===== src/rtl/product_accumulator.sv =====
// Dot-product accumulator fed by the SIZE x SIZE multiplier: sums COUNT products per result.
// Optional MAC_SATURATE_EN: clamp the sum to all-ones on overflow instead of wrapping.
module product_accumulator #(
    parameter int SIZE  = 4,
    parameter int ACC_W = 16,
    parameter int COUNT = 8
) (
    input  logic              clk,
    input  logic              reset,
    input  logic              in_valid,
    output logic              in_ready,
    input  logic [2*SIZE-1:0] in_p,
    output logic              out_valid,
    input  logic              out_ready,
    output logic [ACC_W-1:0]  out_sum,
    output logic              out_ovf,
    output logic              busy
);

    localparam int CW = $clog2(COUNT + 1);
    localparam logic ST_ACCUM = 1'b0;
    localparam logic ST_HOLD  = 1'b1;
    localparam logic [CW-1:0] LAST = CW'(COUNT - 1);

    generate
        if (ACC_W < 2 * SIZE) begin : g_bad_acc_w
            $error("product_accumulator: ACC_W must be >= 2*SIZE");
        end
        if (COUNT < 1) begin : g_bad_count
            $error("product_accumulator: COUNT must be >= 1");
        end
    endgenerate

    logic             state_q, state_d;
    logic [ACC_W-1:0] acc_q, acc_d;
    logic [CW-1:0]    cnt_q, cnt_d;
    logic             ovf_q, ovf_d;
    logic             out_valid_q, out_valid_d;
    logic [ACC_W-1:0] out_sum_q, out_sum_d;
    logic             out_ovf_q, out_ovf_d;
    logic             busy_q, busy_d;

    logic [ACC_W:0]   p_ext;
    logic [ACC_W:0]   sum_ext;
    logic             carry;
    logic [ACC_W-1:0] sum_val;
    logic             in_xfer, out_xfer;

    assign in_ready  = (state_q == ST_ACCUM) & ~reset;
    assign in_xfer   = in_valid & in_ready;
    assign out_xfer  = out_valid_q & out_ready;
    assign out_valid = out_valid_q;
    assign out_sum   = out_sum_q;
    assign out_ovf   = out_ovf_q;
    assign busy      = busy_q;

    // One spare bit on the adder captures the carry out of the accumulator MSB.
    assign p_ext   = {{(ACC_W + 1 - 2 * SIZE){1'b0}}, in_p};
    assign sum_ext = {1'b0, acc_q} + p_ext;
    assign carry   = sum_ext[ACC_W];

`ifdef MAC_SATURATE_EN
    // Once clamped, any further nonzero add carries again, so the sum stays at max.
    assign sum_val = carry ? {ACC_W{1'b1}} : sum_ext[ACC_W-1:0];
`else
    assign sum_val = sum_ext[ACC_W-1:0];
`endif

    always_comb begin
        state_d     = state_q;
        acc_d       = acc_q;
        cnt_d       = cnt_q;
        ovf_d       = ovf_q;
        out_valid_d = out_valid_q;
        out_sum_d   = out_sum_q;
        out_ovf_d   = out_ovf_q;
        busy_d      = busy_q;
        case (state_q)
            ST_ACCUM: begin
                if (in_xfer) begin
                    if (cnt_q == LAST) begin
                        out_sum_d   = sum_val;
                        out_ovf_d   = ovf_q | carry;
                        out_valid_d = 1'b1;
                        acc_d       = '0;
                        cnt_d       = '0;
                        ovf_d       = 1'b0;
                        busy_d      = 1'b0;
                        state_d     = ST_HOLD;
                    end else begin
                        acc_d  = sum_val;
                        cnt_d  = cnt_q + CW'(1);
                        ovf_d  = ovf_q | carry;
                        busy_d = 1'b1;
                    end
                end
            end
            default: begin
                if (out_xfer) begin
                    out_valid_d = 1'b0;
                    state_d     = ST_ACCUM;
                end
            end
        endcase
    end

    always_ff @(posedge clk) begin
        if (reset) begin
            state_q     <= ST_ACCUM;
            acc_q       <= '0;
            cnt_q       <= '0;
            ovf_q       <= 1'b0;
            out_valid_q <= 1'b0;
            out_sum_q   <= '0;
            out_ovf_q   <= 1'b0;
            busy_q      <= 1'b0;
        end else begin
            state_q     <= state_d;
            acc_q       <= acc_d;
            cnt_q       <= cnt_d;
            ovf_q       <= ovf_d;
            out_valid_q <= out_valid_d;
            out_sum_q   <= out_sum_d;
            out_ovf_q   <= out_ovf_d;
            busy_q      <= busy_d;
        end
    end

endmodule


===== config.mk =====
export PLATFORM = sky130hd
export DESIGN_NAME = product_accumulator
export DESIGN_NICKNAME = d
export VERILOG_FILES = /design/src/rtl/product_accumulator.sv
export SDC_FILE = /design/constraint.sdc
export NUM_CORES = 1
export LEC_CHECK = 0
export ABC_CLOCK_PERIOD_IN_PS = 2600
export CORE_ASPECT_RATIO = 0.75
export CORE_UTILIZATION = 25
export DETAILED_ROUTE_END_ITERATION = 8
export PLACE_DENSITY_LB_ADDON = 0.12
export SYNTH_ARGS = -nofsm -noshare
export SYNTH_HDL_FRONTEND = slang
export SYNTH_SLANG_ARGS = --single-unit

===== constraint.sdc =====
create_clock -name clk -period 2.6 [get_ports clk]
set_input_delay 0.65 -clock clk [delete_from_list [all_inputs] [get_ports clk]]
set_output_delay 0.65 -clock clk [all_outputs]
set_load 0.02 [all_outputs]

# Word level (Yosys, flattened, before mapping)
# Cells that the tools add are included.
word_totals:
  ff_bits: 41
  out_inout_bits: 20
  input_bits: 12
  elab_cells: 35
op_classes:
  n_reduce_logical: 5
  bitwise: 6
  mux: 12
  n_addsub: 2
  n_eq_ne: 2
ops:
  columns: ["operator", "n"]
  rows:
  - ["$add A16 B8 Y17", 1]
  - ["$mux W16", 1]
  - ["$mux W1", 10]
  - ["$reduce_and A3 Y1", 2]
  - ["$add A4 B1 Y4 const B", 1]
  - ["$eq A4 B3 Y1 const B", 1]
  - ["$mux W4", 1]
  - ["$reduce_bool A2 Y1", 2]
  - ["$and A1 B1 Y1", 3]
  - ["$ne A2 B1 Y1 const B", 1]
  - ["$not A1 Y1", 2]
  - ["$reduce_and A2 Y1", 1]
  - ["$or A1 B1 Y1", 1]

# Longest topological paths before layout
logic_depth:
  ltp_word: 5
  ltp_mapped: 9
  depth_no_buf: 8

# Least setup slack after synthesis
# Ideal clock, no wire load.
synth_timing:
  path_kind: "input-to-reg"
  startpoint: "in in_p[0]"
  endpoint: "reg ovf_q"
  cell_stages: 9
  path_buffers: 1
  t_required_ns: 2.474
  setup_slack_ns: 0.074
  arrival_time_ns: 2.400
  path_cell_list: "ha_1 -> fa_1 -> a211oi_1 -> nor2_1 -> a221o_1 -> buf_6 -> and4_4 -> a21oi_2 -> nor3_1"
synth_between:
  elab_chain_cells: 3
synth_rtl:
  columns: ["item", "line", "source"]
  rows:
  - ["from (decl)", "12", "input logic [2*SIZE-1:0] in_p,"]
  - ["$add A16 B8 Y17", "59", "assign sum_ext = {1'b0, acc_q} + p_ext;"]
  - ["$or A1 B1 Y1", "93", "ovf_d = ovf_q | carry;"]
  - ["$mux W1", "81", "if (cnt_q == LAST) begin"]
  - ["to (signal assigned)", "121", "ovf_q <= ovf_d;"]
  - ["to (decl)", "37", "logic ovf_q, ovf_d;"]
# Every way passes these cells.
# A chain may end at the register's enable or synchronous reset.

# Worst setup path in the final report
layout_timing:
  startpoint: "in in_p[2]"
  endpoint: "reg out_sum_q[15] (netlist: out_sum[15])"
layout_between:
  elab_chain_cells: 1
layout_rtl:
  columns: ["item", "line", "source"]
  rows:
  - ["$add A16 B8 Y17", "59", null]
  - ["to (signal assigned)", "123", "out_sum_q <= out_sum_d;"]
  - ["to (decl)", "39", "logic [ACC_W-1:0] out_sum_q, out_sum_d;"]
# Every way passes these cells.

==> out/qor.yml <==
route:
  via_per_inst: 4.67
  antenna_left: 0
  wire_per_inst_um: 14.1
  routed_wl_mm: 5.50
  drc: 0
  dr.pass1.iters: 6
  drt_iter0_markers: 59
  vias: 1817
pwr:
  switching_power_w: 0.000378
  p_sw_share_pct: 24.8
  p_int_w: 0.00115
  power_per_cell_area_nw_per_um2: 545
  leakagePower_nw: 1.12
  peakVddDrop_uv: 239
  clkPwrFrac_pct: 40.9
  seq_power_share_pct: 43.2
  pwr-share-comb_pct: 15.9
  power_w: 0.00153
timing:
  setup-violations-final: 0
  hold_violations: 0
  finClkSkew_ns: 0.00986
  tightest_slew_ns: 0.361
  report.final.slew_viol_count: 0
  maxSlewHeadroom_pct: 75.9
  fin_crit_sh_pct: 93.5
  fin_ws_ns: 0.168
  max_freq_ghz: 0.411
  fin_tns_setup_ns: 0
  post-route-min-period_ns: 2.43
  rsz0062_at_grt: "no"
place:
  pre_cts_slack_ns: -0.508
  port_buffers: 31
  gp_congestion: 0.766
  dp_hpwl_mm: 3.74
cts:
  cts_max_level: 2
  clock_sinks: 41
  numCtsBuffers: 5
  root_buffer: "clkbuf_8"
  clk_latency_ns: 0.30
  clockBufferDepth: 2
  cts_tree: "built"
  path_clk_slew_ns: 0.09
yosys:
  syn-num-nets: 252
  synth_edf_count: 0
  synth_top_area_share_pct: 39.8
  yosysSeqAreaShare_pct: 39.8
  syn_area_per_cell_um2: 8.97
  syn_inst: 230
  yosysMostFrequentCell: "dfxtp_1"
  synth.distinct_cells: 47
  ys.flop_type: "dfxtp_1"
  yosys.area.top_type: "dfxtp_1"
  async_flop_share_pct: 0
  synthTopCellsByCount: "41 x dfxtp_1, 22 x nand2_1, 17 x nor2_1"
  synth_area_um2: 2060
  synthTopCellsByArea: "dfxtp_1 40%, ha_1 5.5%, nand3b_1 4.4%"
  ys_seq_elements: 41
  yosys_warnings: 0
worst_hold_path:
  hp-class: "register to register"
  min_to: "out_valid$_SDFFE_PP0P_"
  worstHoldStart: "out_valid$_SDFFE_PP0P_"
  min_delay_path_depth: 2
layout:
  nets: 305
  diodes: 0
  drive_gt1_share_pct: 19.4
  area_growth_pct: 36.0
  final_core_util_pct: 35.3
setup_path:
  max_stage_delay_ns: 0.42
  crit_chain: "clkdlybuf4s50_1, ha_1, nor2b_1, a311o_2, a31oi_2, buf_4, or4_1, nand3_1"
  critPathMaxFanout: 7
  worstSetupStartpointType: "primary input"
  crit_path_end_kind: "register"
  r2r-end: "ovf_q$_SDFFE_PP0P_"
  crit_slowest_cell: "clkdlybuf4s50_1"
  r2r_setup_slack_ns: 0.38
  cp.arrival_ns: 2.67
  required_ns: 2.84
  reg2reg_depth: 8
  timing.rr.start: "acc_q[0]$_SDFFE_PP0P_"
  path_class: "primary input to register"
grt:
  antenna_found_initial: 0
  grt_util_all_layers_pct: 14.0
  grt_remaining_overflow: 0
  grt_max_degree: 36
  grt_pass1_vias: 1758
  grt_pass1_wl_mm: 9.31
die:
  die_w_um: 107
  coreArea_um2: 7950
  io_pins: 32
  fp-row-count: 28
  die_y_um: 80.7
  die_area_um2: 8620
  start_util_pct: 25.9
job:
  drv_cap: 0
run_status:
  outcome: "finished clean"
## worst max-delay path: cells and delay by family
kind | cells | cell delay (ns)
AND/OR/NAND/NOR | 3 | 0.72
buffers and inverters | 2 | 0.59
AO/OA/AOI/OAI | 2 | 0.37
adder cells (fa/ha/maj) | 1 | 0.34
## registers in the layout, indices dropped and copies added, names as in the netlist
register	flops
state_q	1
cnt_q	4
out_valid	1
ovf_q	1
out_sum	16
acc_q	16
out_ovf	1
busy	1
## routing by layer
| metal | global-route usage, % | wire (um) |
|---|---|---|
| met2 | 19.9 | 2200 |
| met4 | 2.88 | 23 |
| met1 | 20.8 | 3050 |
| met5 | 0 | 0 |
| met3 | 3.73 | 235 |
## power by group through the flow
stage	Combinational, W	Clock (W)	Sequential [W]
floorplan	0.000139	0	0.000673
global placement	0.000233	0	0.000675
detailed placement	0.000230	0	0.000675
CTS	0.000242	0.000642	0.000660
global route	0.000268	0.000674	0.000664
finish	0.000243	0.000625	0.000660
## cell usage in the layout, fill, tap and decap left out, types with 3 or more instances in the layout
master           netlist  routed
nand3_1                3       3
o21ai_1               12      12
a21oi_1                7       7
clkbuf_8               0       5
ha_1                   9       8
nand2b_1               6       6
nand2_1               22      22
and3_1                 3       3
o31ai_1                3       3
a31oi_1                9       9
nand3b_1              12      12
xnor2_1                6       6
xor2_1                 7       7
nor2b_1                3       3
dfxtp_1               41      41
nor2_1                17      16
buf_4                  2      28
nor3_1                 3       3
a22oi_1                6       6
clkdlybuf4s50_1        0      29
a21o_1                 6       6
o21ai_0                7       6
## repair_timing
item / 4_1_cts / 5_1_grt
pin swaps: 2 / 7
gates resized for setup: 4 / 5
buffers inserted: 0 / 1
setup endpoints to repair: 10 / 10
hold buffers: 0 / 0
cloned: 1 / 0
## through the flow
stage | std cells | hold slack (ns) | area, um2
floorplan | 230 | 0.454 | 2060
global placement | 379 | 0.463 | 2630
detailed placement | 379 | 0.465 | 2630
CTS | 388 | 0.477 | 2790
global route | 389 | 0.510 | 2810
finish | 389 | 0.473 | 2810
## cell families (layout without fill, tap and decap cells)
| kind of cell | count (synthesis) | in the layout | share of synthesized area (%) |
|---|---|---|---|
| AO/OA/AOI/OAI | 66 | 67 | 21.3 |
| XOR/XNOR | 13 | 13 | 5.52 |
| adder cells (fa/ha/maj) | 10 | 10 | 6.43 |
| buffers and inverters | 15 | 68 | 3.82 |
| flip-flops | 41 | 41 | 39.8 |
| AND/OR/NAND/NOR | 85 | 85 | 23.2 |
## how the worst max path moves through the flow
stage          startpoint                       end  slack, ns  cells past startpoint
2_1_floorplan     in_p[0]        ovf_q$_SDFFE_PP0P_       0.07                      9
4_1_cts           in_p[0]        ovf_q$_SDFFE_PP0P_       0.01                      9
3_3_place_gp      in_p[0]        ovf_q$_SDFFE_PP0P_      -0.49                      9
3_5_place_dp      in_p[0]        ovf_q$_SDFFE_PP0P_      -0.51                      9
5_1_grt           in_p[2]  out_sum[13]$_SDFFE_PP0P_       0.05                      8
6_report          in_p[2]  out_sum[15]$_SDFFE_PP0P_       0.17                      8
## final cells by class
| cell class | count | area (um2) |
|---|---|---|
| clock buffers | 5 | 68.8 |
| clock inverters | 3 | 65.1 |
| fillers | 834 | 5150 |
| inverters | 1 | 3.75 |
| multi-input cells | 175 | 1190 |
| flip-flops and latches | 41 | 821 |
| well taps | 105 | 131 |
| repair buffers | 59 | 526 |
Power figures use the tool's default switching activity.
